<file path="src/rtl/qspi_matmul_host.sv">
// QSPI host for the 2x2 byte matrix-multiply target: writes A,B (16 nibbles), reads C (8 nibbles).
// Optional self-check of the returned bytes: define QSPI_HOST_CHECK_EN to add the mismatch port.
module qspi_matmul_host #(
  parameter int CLK_DIV      = 4,
  parameter int CS_SETUP_CYC = 4,
  parameter int CS_GAP_CYC   = 4
) (
  input  logic        clk,
  input  logic        rst_n,
  input  logic        start,
  input  logic [31:0] a_in,
  input  logic [31:0] b_in,
  output logic        busy,
  output logic        done,
  output logic [31:0] result,
  output logic        qspi_clk_o,
  output logic        qspi_cs_n_o,
  output logic [3:0]  qspi_io_o,
  output logic [3:0]  qspi_io_oe,
  input  logic [3:0]  qspi_io_i
`ifdef QSPI_HOST_CHECK_EN
  ,
  output logic        mismatch
`endif
);
  localparam logic [2:0] S_IDLE  = 3'd0;
  localparam logic [2:0] S_SETUP = 3'd1;
  localparam logic [2:0] S_TX    = 3'd2;
  localparam logic [2:0] S_RX    = 3'd3;
  localparam logic [2:0] S_TAIL  = 3'd4;
  localparam logic [2:0] S_GAP   = 3'd5;

  localparam logic [15:0] DIV_M1   = 16'(CLK_DIV - 1);
  localparam logic [15:0] SETUP_M1 = 16'(CS_SETUP_CYC - 1);
  localparam logic [15:0] GAP_M1   = 16'(CS_GAP_CYC - 1);

  logic [2:0]  state;
  logic [15:0] cnt;
  logic [4:0]  edge_cnt;
  logic [63:0] ops;
  logic [31:0] rx_sh;
  logic [31:0] rx_res;
  logic [3:0]  nxt_nib;
  logic        tick;

  assign tick    = (cnt == DIV_M1);
  // After rising edge k the next nibble is index k: byte k/2, high nibble on even k.
  assign nxt_nib = ops[{edge_cnt[3:1], ~edge_cnt[0], 2'b00} +: 4];
  assign rx_res  = {rx_sh[7:0], rx_sh[15:8], rx_sh[23:16], rx_sh[31:24]};

  always_ff @(posedge clk or negedge rst_n) begin
    if (!rst_n) begin
      state       <= S_IDLE;
      cnt         <= '0;
      edge_cnt    <= '0;
      ops         <= '0;
      rx_sh       <= '0;
      busy        <= 1'b0;
      done        <= 1'b0;
      result      <= '0;
      qspi_clk_o  <= 1'b0;
      qspi_cs_n_o <= 1'b1;
      qspi_io_o   <= '0;
      qspi_io_oe  <= '0;
    end else begin
      done <= 1'b0;
      case (state)
        S_IDLE: if (start) begin
          ops         <= {b_in, a_in};
          qspi_io_o   <= a_in[7:4];
          qspi_io_oe  <= 4'hF;
          qspi_cs_n_o <= 1'b0;
          busy        <= 1'b1;
          cnt         <= '0;
          edge_cnt    <= '0;
          state       <= S_SETUP;
        end
        S_SETUP: begin
          if (cnt == SETUP_M1) begin
            cnt   <= '0;
            state <= S_TX;
          end else cnt <= cnt + 16'd1;
        end
        S_TX, S_RX, S_TAIL: begin
          if (!tick) cnt <= cnt + 16'd1;
          else begin
            cnt <= '0;
            if (!qspi_clk_o) begin
              // TAIL's final low half-period ends the frame instead of rising again.
              if (state == S_TAIL) begin
                qspi_cs_n_o <= 1'b1;
                state       <= S_GAP;
              end else begin
                qspi_clk_o <= 1'b1;
                edge_cnt   <= edge_cnt + 5'd1;
                if (state == S_RX) rx_sh <= {rx_sh[27:0], qspi_io_i};
                if (edge_cnt == 5'd23) state <= S_TAIL;
              end
            end else begin
              qspi_clk_o <= 1'b0;
              if (state == S_TX) begin
                if (edge_cnt == 5'd16) begin
                  qspi_io_oe <= '0;
                  qspi_io_o  <= '0;
                  state      <= S_RX;
                end else qspi_io_o <= nxt_nib;
              end
            end
          end
        end
        S_GAP: begin
          if (cnt == GAP_M1) begin
            done   <= 1'b1;
            busy   <= 1'b0;
            result <= rx_res;
            state  <= S_IDLE;
          end else cnt <= cnt + 16'd1;
        end
        default: state <= S_IDLE;
      endcase
    end
  end

`ifdef QSPI_HOST_CHECK_EN
  function automatic logic [7:0] mac(input logic [7:0] x0, y0, x1, y1);
    return x0 * y0 + x1 * y1;
  endfunction

  logic [31:0] exp_c;
  // ops bytes: A0..A3 at [7:0]..[31:24], B0..B3 at [39:32]..[63:56].
  assign exp_c = {mac(ops[23:16], ops[47:40], ops[31:24], ops[63:56]),
                  mac(ops[23:16], ops[39:32], ops[31:24], ops[55:48]),
                  mac(ops[7:0],   ops[47:40], ops[15:8],  ops[63:56]),
                  mac(ops[7:0],   ops[39:32], ops[15:8],  ops[55:48])};

  always_ff @(posedge clk or negedge rst_n) begin
    if (!rst_n) mismatch <= 1'b0;
    else if (state == S_GAP && cnt == GAP_M1) mismatch <= (rx_res != exp_c);
  end
`endif
endmodule

</file>
<file path="config.mk">
export PLATFORM = sky130hd
export DESIGN_NAME = qspi_matmul_host
export DESIGN_NICKNAME = d
export VERILOG_FILES = /design/src/rtl/qspi_matmul_host.sv
export SDC_FILE = /design/constraint.sdc
export NUM_CORES = 1
export LEC_CHECK = 0
export CAP_MARGIN = 20
export CORE_UTILIZATION = 54
export DETAILED_ROUTE_END_ITERATION = 12
export PLACE_DENSITY = 0.76
export SYNTH_ARGS = -nofsm -noshare
export SYNTH_HDL_FRONTEND = slang
export SYNTH_SLANG_ARGS = --single-unit
</file>
<file path="constraint.sdc">
create_clock -name clk -period 2.9 [get_ports clk]
set_clock_uncertainty 0.15 [all_clocks]
set_input_delay 0.29 -clock clk [delete_from_list [all_inputs] [get_ports clk]]
set_output_delay 0.29 -clock clk [all_outputs]
set_load 0.05 [all_outputs]
</file>
==> out/qor.csv, run 1 <==
metric,value,unit
ant_nets,0,
synth_compound_area_share,3.89,%
ys_seq_area_share,55.7,%
start_util,56.4,%
yosysMostFrequentCell,dfrtp_1,
hold_violations,0,
p_leak,4.37,nW
reg2reg_from,cnt[0],
status,finished clean,
slew_violations,0,
ys.flop_type,dfrtp_1,
synth-xor-area-share,1.82,%
grt_remaining_overflow,0,
multi_input_area,0.00297,sq mm
power_density,517,mW/mm^2
max-cap-violations,0,
diodes,0,
synth_cell_types,46,
synthesis.nets,599,
grt_pass1_vias,4739,
start_kind,register,
hpwl,9.92,mm
dr.pass1.iters,5,
numClockSinks,161,
place.gp.congestion,0.881,
netlist.area_leader.share,55.4,%
netlist_top_cells_area,"dfrtp_1 (55%), mux2_2 (16%), mux2_4 (6.2%)",
drt_first_iter_violations,312,
fp.coreArea,0.0128,sq mm
grt_start_max_net_pins,80,
drc,0,
final_util,71.4,%
syn_inst,525,
crit_type,reg2reg,
grt_pass1_wl,24.2,mm
r2r-end,rx_sh[14],
yosys.area_share.simple,7.79,%
seqCellArea,0.00403,sq mm
synth_area_per_cell,13.8,sq um
nFillCells,899,
routed_wl,14.4,mm
ir_drop,454,uV
synth-edff-count,0,
end_kind,register,
insertion_delay,0.42,ns
finalSetupViolations,0,
synth_area_leader_cell,dfrtp_1,
cts_buffers,17,
final.min_clock_period,2.63,ns
synth-async-reset-ratio,100,%
ios,115,
nNetsFinal,709,
via_count,4562,
h-tree-depth,4,
total_power,4.74,mW
antenna_found_initial,0,
fin_tns_setup,0,ns
r2r_cells,7,
synthTopCellsByCount,"dfrtp_1 (160), mux2_2 (100), nor2_1 (32), mux2_4 (30)",
dieWidth,118,um
drive_gt1_share,30.1,%
muxShareOfSynthArea,26.9,%
dieArea,0.0139,sq mm
syn-cell-area,0.00723,sq mm
area_delta_synth_final,26.7,%
rows,41,
tightest_slew,0.567,ns
die_height,118,um
crit_fanout,32,
path_clk_slew,0.07,ns
io_buffers,114,
fin_cells,820,
synth_top_family_by_area,multiplexers,
maxSlewHeadroom,61.7,%
cts.path.max_buffers,2,
ys_ff_latch,161,
rsz0062_at_grt,no,
hold_path_class,in2async,
clk_root_buffer_cell,clkbuf_16,
track_usage,22.3,%
worstPathRequired,3.05,ns
via_per_inst,5.56,
yosys.area_share.adder,0.519,%
finalCritPeriodShare,90.6,%
arrival,2.78,ns
cts_tree,yes,
wire_per_inst,17.6,um
r2r_slack,0.27,ns
fmax,381,MHz
placedCellCount,787,
ys_warn_count,0,
==> per-stage QoR <==
stage | hold WS, ns | setup slack (ns) | instance area (sq um)
finish | 0.230 | 0.272 | 9160
global route | 0.262 | 0.129 | 9160
global placement | 0.122 | 0.372 | 8520
detailed placement | 0.120 | 0.322 | 8520
floorplan | -0.156 | 0.472 | 7230
CTS | 0.234 | 0.270 | 9160
==> power by group <==
group          switching (mW)  internal (mW)  total (mW)
logic                  0.0584         0.0904       0.149
clock network           0.912           1.43        2.34
registers             0.00230           2.25        2.25
==> how the worst max path moves through the flow <==
stage / startpoint / end / cells after the start
5_1_grt: cnt[0] / rx_sh[14] / 7
2_1_floorplan: cnt[0] / rx_sh[10] / 9
6_report: cnt[0] / rx_sh[14] / 7
3_3_place_gp: cnt[0] / rx_sh[1] / 7
4_1_cts: cnt[0] / rx_sh[14] / 7
3_5_place_dp: start / cnt[13] / 6
==> layout make-up <==
cell class / count / area share [%]
inverter: 9 / 0.369
timing repair buffer: 126 / 14.0
clock buffer: 20 / 4.99
multi-input combinational: 320 / 32.4
tap: 172 / 2.35
sequential: 161 / 44.0
clock inverter: 12 / 1.87
==> critical path, stage by stage (launching register included) <==
cell	delay [ns]
dfrtp_1	0.46
ha_1	0.26
nor4b_2	0.24
and4_1	0.26
nand2_1	0.08
or3_2	0.51
buf_12	0.21
mux2_4	0.32
==> cells in the final DEF (no fill, tap or decap), types with 4 or more instances in the layout <==
cell type	instances
inv_1	9
clkdlybuf4s50_1	113
mux4_2	16
nor2b_1	4
xnor2_1	8
a21oi_1	12
nand4_1	7
nor2_1	32
nor3_1	12
a22oi_1	8
buf_4	7
o21ai_0	5
a21o_1	4
dfrtp_1	160
mux2_4	30
nand2_1	23
clkbuf_16	17
nand3_1	15
xor2_1	7
mux2_2	100
buf_12	4
==> routing by layer <==
metal	track usage, %	share of wire (%)	vias to the layer above
li1	-	-	2106
met1	30.3	45	2308
met2	34.7	49	137
met3	6.59	5.5	11
met4	6.57	1.4	0
met5	0	0	-
==> repair_timing <==
action                                 CTS  global route
setup buffers                            0             0
endpoints found under the hold margin   53             0
gates resized for setup                  0             0
hold buffers                             1             0
==> cell families after synthesis <==
group / count (synthesis)
DFF: 161
muxes: 147
and+or+nand+nor: 113
buffers and inverters: 44
AOI/OAI and AO/OA: 42
xor gates and xnor gates: 15
adders and majority gates: 3
==> registers in the layout, indices dropped and copies added (netlist names), 3 cells and up <==
name,flops
ops,64
state,3
edge_cnt,5
cnt,16
result,32
qspi_io_o,4
rx_sh,32
No activity file was read; power rests on OpenSTA's default activity.
==> run 2, diff against run 1 <==
- PLACE_DENSITY: 0.76 -> 0.91
==> run 2 against run 1 <==
Effect of this change: register-to-register slack is essentially flat; cell count is the same; utilization shrank 0.25 points; setup slack gained 0.012 ns; combinational power is essentially flat; routed wire length grew 6.7%; global-route usage grew 1.6 points; first-iteration DRC count grew 32%; highest routed layer unchanged.
==> out/qor.csv, run 2 (synthesized netlist as in run 1, its figures left out) <==
metric,value,unit
status,finished clean,
regMostFlops,ops,
switchingPower,0.926,mW
max-cap-violations,0,
crit_fanout,32,
final.min_clock_period,2.62,ns
dieWidth,118,um
arrival,2.78,ns
switching_share,19.8,%
antenna_found_initial,0,
ant_nets,0,
finalCritPeriodShare,90.2,%
cts_buffers,17,
routed_wl,15.4,mm
layout.cells.most_common,dfrtp_1,
dieArea,0.0139,sq mm
comb_power_share,3.2,%
via_count,4703,
hpwl,10.4,mm
track_usage,23.9,%
rows,41,
maxSlewHeadroom,51.6,%
p_clk_share,48.7,%
drt_first_iter_violations,412,
dr.pass1.iters,5,
seqPwrFrac,48.1,%
slew_violations,0,
io_buffers,114,
largest_register_ffs,64,
hold_violations,0,
die_height,118,um
diodes,0,
fmax,382,MHz
cts_tree,yes,
hold_ws,0.297,ns
start_kind,register,
area_delta_synth_final,26.2,%
cts.path.max_buffers,2,
grt_pass1_wl,25.5,mm
end_kind,register,
clk_root_buffer_cell,clkbuf_16,
post_cts_buffers,0,
rsz0062_at_grt,no,
ios,115,
tightest_slew,0.725,ns
drive_gt1_share,29.8,%
fin_tns_setup,0,ns
grt_remaining_overflow,0,
p_leak,4.36,nW
numClockSinks,161,
crit_type,reg2reg,
insertion_delay,0.43,ns
hold_path_class,in2async,
power_density,513,mW/mm^2
grt_start_max_net_pins,76,
internal_power,3.76,mW
path_clk_slew,0.06,ns
place.gp.congestion,0.901,
fp.coreArea,0.0128,sq mm
wire_per_inst,18.8,um
worstPathRequired,3.06,ns
ir_drop,383,uV
finalSetupViolations,0,
h-tree-depth,4,
reg_top3,"ops x64, result x32, rx_sh x32",
start_util,56.4,%
final_cell_mix,"dfrtp_1 (160), clkdlybuf4s50_1 (113), mux2_2 (100)",
drc,0,
grt_pass1_vias,4859,
via_per_inst,5.74,
nNetsFinal,709,
==> run 2: cell count changes in the layout (fill, tap and decap cells not counted) <==
| cell | delta |
|---|---|
| buf_12 | -1 |
| buf_4 | +1 |
| clkbuf_1 | +2 |
| clkbuf_8 | +1 |
| clkinv_2 | +2 |
| clkinv_4 | +1 |
| inv_6 | -3 |
| inv_8 | -3 |
==> run 2: final cells by class <==
type | instances | area (sq um)
multi-input cells | 320 | 2970
repair buffers | 126 | 1270
clock buffers | 23 | 478
flip-flops and latches | 161 | 4030
well taps | 172 | 215
clock inverters | 9 | 130
fillers | 838 | 3700
inverters | 9 | 33.8
==> run 2: worst paths after layout <==
path | startpoint | endpoint | slack [ns] | cells past startpoint
worst max-delay path | cnt[0] | rx_sh[3] | 0.28 | 7
worst min-delay path | rst_n | result[5] | 0.30 | 2
worst max register to register | cnt[0] | rx_sh[3] | 0.28 | 7
worst min register to register | busy | busy | 0.34 | 1
max in group asynchronous | rst_n | qspi_cs_n_o | 1.44 | 3
min in group clk | b_in[15] | ops[47] | 0.32 | 2
==> run 2: what timing repair did <==
action	CTS	global route
resized for setup	0	0
hold buffers	1	0
endpoints found under the hold margin	73	0
setup endpoints to repair	0	0
==> run 2: metal layers <==
layer	vias up	track usage, %	wire length [um]
met5	-	0	0
met4	0	11.1	446
met3	37	5.57	714
met2	154	38.5	7850
met1	2398	30.8	6390
li1	2114	-	-
==> run 2: power by group through the flow <==
stage	clock network (mW)	registers, mW	logic [mW]
finish	2.28	2.25	0.151
global route	2.42	2.25	0.166
CTS	2.33	2.25	0.155
detailed placement	0	2.29	0.153
global placement	0	2.29	0.149
floorplan	0	2.29	0.00469
==> run 2: worst max-delay path, stage by stage (launching register included) <==
cell,delay (ns)
dfrtp_1,0.44
ha_1,0.25
nor4b_2,0.25
and4_1,0.27
nand2_1,0.09
or3_2,0.49
buf_12,0.21
mux2_4,0.32
==> run 2: through the flow <==
step | cell area (sq um) | total power, mW | setup WS [ns] | util [%] | instances
after global placement | 8510 | 2.44 | 0.408 | 66.4 | 787
after CTS | 9130 | 4.74 | 0.288 | 71.2 | 820
final | 9130 | 4.69 | 0.284 | 71.2 | 820
after floorplan | 7230 | 2.30 | 0.472 | - | 525
after global routing | 9130 | 4.83 | 0.159 | 71.2 | 820
after detailed placement | 8510 | 2.45 | 0.313 | 66.4 | 787
